==> config.mk <==
export PLATFORM = sky130hd
export DESIGN_NAME = alu_op_issuer_flat
export DESIGN_NICKNAME = d
export VERILOG_FILES = /design/src/rtl/alu_op_issuer_if.sv /design/src/rtl/alu_op_issuer.sv /design/src/flat_wrapper.sv
export SDC_FILE = /design/constraint.sdc
export NUM_CORES = 1
export LEC_CHECK = 0
export CAP_MARGIN = 20
export CORE_ASPECT_RATIO = 0.6
export CORE_UTILIZATION = 30
export CTS_CLUSTER_DIAMETER = 80
export CTS_CLUSTER_SIZE = 8
export DETAILED_ROUTE_END_ITERATION = 7
export PLACE_DENSITY = 0.62
export SYNTH_ARGS = -nofsm -noshare
export SYNTH_HDL_FRONTEND = slang
export SYNTH_SLANG_ARGS = --single-unit
==> constraint.sdc <==
create_clock -name clk -period 4.7 [get_ports clk]
set_clock_uncertainty 0.05 [all_clocks]
set_input_delay 0.705 -clock clk [delete_from_list [all_inputs] [get_ports clk]]
set_output_delay 0.705 -clock clk [all_outputs]
set_load 0.03 [all_outputs]
==> src/rtl/alu_op_issuer_if.sv <==
// alu_op_issuer_if: request, ALU and response signals of the ALU operation issuer.
interface alu_op_issuer_if;
    logic        req_valid;
    logic        req_ready;
    logic [4:0]  req_op;
    logic [31:0] req_a;
    logic [31:0] req_b;
    logic [4:0]  alu_opcode;
    logic [31:0] alu_ra;
    logic [31:0] alu_rb;
    logic [31:0] alu_zhi;
    logic [31:0] alu_zlo;
    logic        rsp_valid;
    logic        rsp_ready;
    logic [31:0] rsp_hi;
    logic [31:0] rsp_lo;
    logic        rsp_err;
    logic        busy;
    modport slave (
        input  req_valid, req_op, req_a, req_b, alu_zhi, alu_zlo, rsp_ready,
        output req_ready, alu_opcode, alu_ra, alu_rb, rsp_valid, rsp_hi, rsp_lo, rsp_err, busy
    );
    modport master (
        output req_valid, req_op, req_a, req_b, alu_zhi, alu_zlo, rsp_ready,
        input  req_ready, alu_opcode, alu_ra, alu_rb, rsp_valid, rsp_hi, rsp_lo, rsp_err, busy
    );
endinterface

==> src/rtl/alu_op_issuer.sv <==
// alu_op_issuer: latches an ALU op, waits the settle time, captures HI/LO into a response.
// Define DIV_ZERO_TRAP_EN to trap Divide with Rb=0 as an error response.
module alu_op_issuer #(
    parameter int unsigned SETTLE_CYCLES = 1,
    parameter int unsigned MULDIV_CYCLES = 4
) (
    input logic           clk,
    input logic           reset,
    alu_op_issuer_if.slave bus
);
    typedef enum logic [1:0] {IDLE, WAIT, RESP} state_t;
    state_t      state_q, state_d;
    logic [3:0]  cnt_q, cnt_d;
    logic [4:0]  op_q, op_d;
    logic [31:0] ra_q, ra_d, rb_q, rb_d, hi_q, hi_d, lo_q, lo_d;
    logic        err_q, err_d, bad_q, bad_d;
    logic        legal, muldiv, trap, bad_in;
    logic [3:0]  load_cnt;
    assign legal  = bus.req_op inside {[5'd3:5'd10], [5'd14:5'd17]};
    assign muldiv = bus.req_op == 5'd14 || bus.req_op == 5'd15;
`ifdef DIV_ZERO_TRAP_EN
    assign trap   = bus.req_op == 5'd15 && bus.req_b == 32'd0;
`else
    assign trap   = 1'b0;
`endif
    assign bad_in   = !legal || trap;
    assign load_cnt = bad_in ? 4'd1 : muldiv ? 4'(MULDIV_CYCLES) : 4'(SETTLE_CYCLES);
    always_comb begin
        state_d = state_q;
        cnt_d   = cnt_q;
        op_d    = op_q;
        ra_d    = ra_q;
        rb_d    = rb_q;
        hi_d    = hi_q;
        lo_d    = lo_q;
        err_d   = err_q;
        bad_d   = bad_q;
        case (state_q)
            IDLE: if (bus.req_valid) begin
                state_d = WAIT;
                cnt_d   = load_cnt;
                op_d    = bus.req_op;
                ra_d    = bus.req_a;
                rb_d    = bus.req_b;
                bad_d   = bad_in;
            end
            WAIT: if (cnt_q <= 4'd1) begin
                state_d = RESP;
                cnt_d   = 4'd0;
                hi_d    = bad_q ? 32'd0 : bus.alu_zhi;
                lo_d    = bad_q ? 32'd0 : bus.alu_zlo;
                err_d   = bad_q;
            end else begin
                cnt_d   = cnt_q - 4'd1;
            end
            RESP: state_d = bus.rsp_ready ? IDLE : RESP;
            default: state_d = IDLE;
        endcase
    end
    always_ff @(posedge clk) begin
        if (reset) begin
            state_q <= IDLE;
            cnt_q   <= '0;
            op_q    <= '0;
            ra_q    <= '0;
            rb_q    <= '0;
            hi_q    <= '0;
            lo_q    <= '0;
            err_q   <= 1'b0;
            bad_q   <= 1'b0;
        end else begin
            state_q <= state_d;
            cnt_q   <= cnt_d;
            op_q    <= op_d;
            ra_q    <= ra_d;
            rb_q    <= rb_d;
            hi_q    <= hi_d;
            lo_q    <= lo_d;
            err_q   <= err_d;
            bad_q   <= bad_d;
        end
    end
    assign bus.req_ready  = state_q == IDLE;
    assign bus.rsp_valid  = state_q == RESP;
    assign bus.busy       = state_q != IDLE;
    assign bus.alu_opcode = op_q;
    assign bus.alu_ra     = ra_q;
    assign bus.alu_rb     = rb_q;
    assign bus.rsp_hi     = hi_q;
    assign bus.rsp_lo     = lo_q;
    assign bus.rsp_err    = err_q;
endmodule

==> src/flat_wrapper.sv <==
// flat-port wrapper written by rule: the top's interface ports become plain ports
module alu_op_issuer_flat 
#(
    parameter int unsigned SETTLE_CYCLES = 1,
    parameter int unsigned MULDIV_CYCLES = 4
)
  (clk, reset, bus_req_valid, bus_req_op, bus_req_a, bus_req_b, bus_alu_zhi, bus_alu_zlo, bus_rsp_ready, bus_req_ready, bus_alu_opcode, bus_alu_ra, bus_alu_rb, bus_rsp_valid, bus_rsp_hi, bus_rsp_lo, bus_rsp_err, bus_busy);
  alu_op_issuer_if bus_i ();
  input logic clk;
  input logic reset;
  input wire logic [$bits(bus_i.req_valid)-1:0] bus_req_valid;
  input wire logic [$bits(bus_i.req_op)-1:0] bus_req_op;
  input wire logic [$bits(bus_i.req_a)-1:0] bus_req_a;
  input wire logic [$bits(bus_i.req_b)-1:0] bus_req_b;
  input wire logic [$bits(bus_i.alu_zhi)-1:0] bus_alu_zhi;
  input wire logic [$bits(bus_i.alu_zlo)-1:0] bus_alu_zlo;
  input wire logic [$bits(bus_i.rsp_ready)-1:0] bus_rsp_ready;
  output wire logic [$bits(bus_i.req_ready)-1:0] bus_req_ready;
  output wire logic [$bits(bus_i.alu_opcode)-1:0] bus_alu_opcode;
  output wire logic [$bits(bus_i.alu_ra)-1:0] bus_alu_ra;
  output wire logic [$bits(bus_i.alu_rb)-1:0] bus_alu_rb;
  output wire logic [$bits(bus_i.rsp_valid)-1:0] bus_rsp_valid;
  output wire logic [$bits(bus_i.rsp_hi)-1:0] bus_rsp_hi;
  output wire logic [$bits(bus_i.rsp_lo)-1:0] bus_rsp_lo;
  output wire logic [$bits(bus_i.rsp_err)-1:0] bus_rsp_err;
  output wire logic [$bits(bus_i.busy)-1:0] bus_busy;
  assign bus_i.req_valid = bus_req_valid;
  assign bus_i.req_op = bus_req_op;
  assign bus_i.req_a = bus_req_a;
  assign bus_i.req_b = bus_req_b;
  assign bus_i.alu_zhi = bus_alu_zhi;
  assign bus_i.alu_zlo = bus_alu_zlo;
  assign bus_i.rsp_ready = bus_rsp_ready;
  assign bus_req_ready = bus_i.req_ready;
  assign bus_alu_opcode = bus_i.alu_opcode;
  assign bus_alu_ra = bus_i.alu_ra;
  assign bus_alu_rb = bus_i.alu_rb;
  assign bus_rsp_valid = bus_i.rsp_valid;
  assign bus_rsp_hi = bus_i.rsp_hi;
  assign bus_rsp_lo = bus_i.rsp_lo;
  assign bus_rsp_err = bus_i.rsp_err;
  assign bus_busy = bus_i.busy;
  alu_op_issuer #(.SETTLE_CYCLES(SETTLE_CYCLES), .MULDIV_CYCLES(MULDIV_CYCLES)) u_core (.clk(clk), .reset(reset), .bus(bus_i));
endmodule
==> metrics.csv <==
metric,value,unit
status,finished clean,
hp-class,reg -> reg,
fin_tns_setup,0,ns
yosys_warnings,0,
vias_per_cell,4.58,
ys_ff_latch,141,
post_cts_buffers,0,
stdcell_count,1132,
synth_top_family_by_area,simple AND/OR/NAND/NOR gates,
grt_pass1_wl,26400,um
die_w,174,um
root_buffer,clkbuf_16,
synth_area,5330,um2
place_hpwl,11100,um
fmax,0.377,GHz
area_growth,63.7,%
multi_input_comb_area,2230,um2
syn_inst,639,
routed_wl,16700,um
worst_slew_pin_slew,0.805,ns
crit_type,reg -> out,
place_ws,1.70,ns
yosysTopAreaCell,dfxtp_1,
cts_made_buffers,17,
synth.area.top_cells,"dfxtp_1 (53%), nand2_1 (15%), a21oi_1 (13%)",
slew_headroom,46.3,%
first_pass_iters,4,
maxCapViolCount,0,
setup_slack,2.05,ns
numPortBuffers,273,
dpl_cell_area,8140,um2
num_rows,37,
final_cell_area,8720,um2
finalMaxSlewViolations,0,
synth_compound_area_share,14.7,%
grtUsageTotal,18.1,%
ant_nets,0,
cp.arrival,1.89,ns
synth_top_area_share,53.0,%
setup_violations,0,
cp-startpoint,u_core.state_q[1]$_SDFFE_PP0P_,
path_clk_slew,0.06,ns
dr_wl_met3,1650,um
drt-initial-drc-count,220,
grt-ovfl-total,0,
critical_path_buf_inv_count,2,
fillers,1640,
worstHoldStart,u_core.bus.rsp_lo[30]$_SDFFE_PP0P_,
m1WireLength,7740,um
dp.cells,1100,
endpoint_kind,primary output,
htree_levels,4,
hold_violations,0,
gp_congestion,0.776,
worstSkewPairLatency,0.40,ns
power.density,401,nW/um2
start_util,30.9,%
cp-start-kind,register,
nets,1024,
wl_met2,7250,um
synth_simple_gate_area_share,26.3,%
synth_top_cells_by_count,"nand2_1 (206), dfxtp_1 (141), a21oi_1 (139)",
cts-resized-gates,0,
regArea,2820,um2
avgSynthCellArea,8.34,um2
synth.distinct_cells,33,
synth_xor_area_share,0.164,%
drt-wirelength-per-cell,14.8,um
cp_cell_sequence,or2_2 -> inv_1 -> clkdlybuf4s50_1,
peakVddDrop,0.216,mV
grt_pass1_vias,4983,
clockBufferDepth,2,
cts_tree,yes,
synthMuxAreaShare,0.188,%
period_share,56.4,%
dieArea,18300,um2
worstPathRequired,3.94,ns
synth-edff-count,0,
synth_ff_type,dfxtp_1,
fin_crit,2.65,ns
synthAdderAreaFrac,0.470,%
cts.sinks,141,
grt_max_degree,73,
worstPathMaxFanout,9,
critPathSlowestCell,clkdlybuf4s50_1,
top_layer_used,met4,
route.detailed.drc,0,
ioPinCount,274,
syn_nets,778,
antenna_found_initial,0,
path_delay_family,buffers and inverters,
rr_startpoint,u_core.state_q[1]$_SDFFE_PP0P_,
die_h,105,um
antenna_cells,0,
yosysSeqAreaShare,53.0,%
synthArstFlopShare,0,%
leakagePower,3.05,nW
cpPeakStageDelay,0.65,ns
synth_most_common_cell,nand2_1,
core-area,17300,um2
cts_hold_buf,0,
vias,5180,
rsz0062_at_grt,false,
drive_gt1_share,5.23,%
==> per-stage QoR <==
step / hold WS (ns) / util [%] / total power, mW
floorplan: 0.463 / - / 1.85
global placement: 0.387 / 47.1 / 2.21
detailed placement: 0.393 / 47.1 / 2.21
CTS: 0.402 / 50.5 / 3.54
global route: 0.421 / 50.5 / 3.66
finish: 0.399 / 50.5 / 3.50
==> worst paths after layout <==
kind              cells after the start                            endpoint  slack, ns
hold / removal                        2  u_core.bus.rsp_lo[30]$_SDFFE_PP0P_       0.40
setup reg to reg                      5        u_core.cnt_q[2]$_SDFFE_PP0P_       2.37
hold reg to reg                       2  u_core.bus.rsp_lo[30]$_SDFFE_PP0P_       0.40
setup / recovery                      3                       bus_req_ready       2.05
==> registers in the layout, summed over array words and instances (netlist names) <==
name	flops
u_core.bus.alu_rb	32
u_core.bus.rsp_hi	32
u_core.cnt_q	4
u_core.bus.alu_ra	32
u_core.bus.rsp_err	1
u_core.bad_q	1
u_core.bus.rsp_lo	32
u_core.bus.alu_opcode	5
u_core.state_q	2
==> placed cells by master (no fill, tap or decap), drive strengths merged, types with 2 or more instances in the layout <==
master / synthesis / routed
clkdlybuf4s50: 0 / 272
inv: 3 / 9
nor2: 3 / 3
nor4: 2 / 2
nand3b: 65 / 65
nand2: 206 / 206
clkinvlp: 0 / 2
ha: 2 / 2
clkinv: 0 / 4
nand2b: 3 / 3
a21oi: 139 / 139
nor2b: 3 / 3
o21ai: 3 / 3
buf: 27 / 8
clkbuf: 26 / 19
dfxtp: 141 / 141
==> power by group <==
part | leakage, nW | total, mW | internal [mW] | switching (mW)
sequential | 1.15 | 1.35 | 1.29 | 0.0560
clock | 0.282 | 1.32 | 0.770 | 0.551
combinational | 1.61 | 0.829 | 0.363 | 0.466
==> kinds of logic after synthesis <==
family          Yosys count
compound gates          149
xor+xnor                  1
fa+ha+maj                 2
buf+inv                  56
flops                   141
mux                       1
simple gates            289
==> worst min-delay path: stages, from the launching register on <==
cell,delay (ns)
dfxtp_1,0.31
nand2_1,0.05
a21oi_1,0.05
==> routing by layer <==
metal / up-vias / GRT usage (%)
met5: - / 0
met2: 186 / 28.0
met3: 8 / 8.19
met1: 2368 / 23.1
li1: 2618 / -
met4: 0 / 3.82
==> area by class of cell <==
cell class / count / share of cell area [%]
clock buffer: 19 / 5.19
clock inverter: 13 / 1.48
inverter: 3 / 0.129
multi-input combinational: 442 / 25.6
sequential: 141 / 32.4
tap: 234 / 3.36
timing repair buffer: 280 / 31.9
Note: power is estimated with default switching activity, not from simulation.
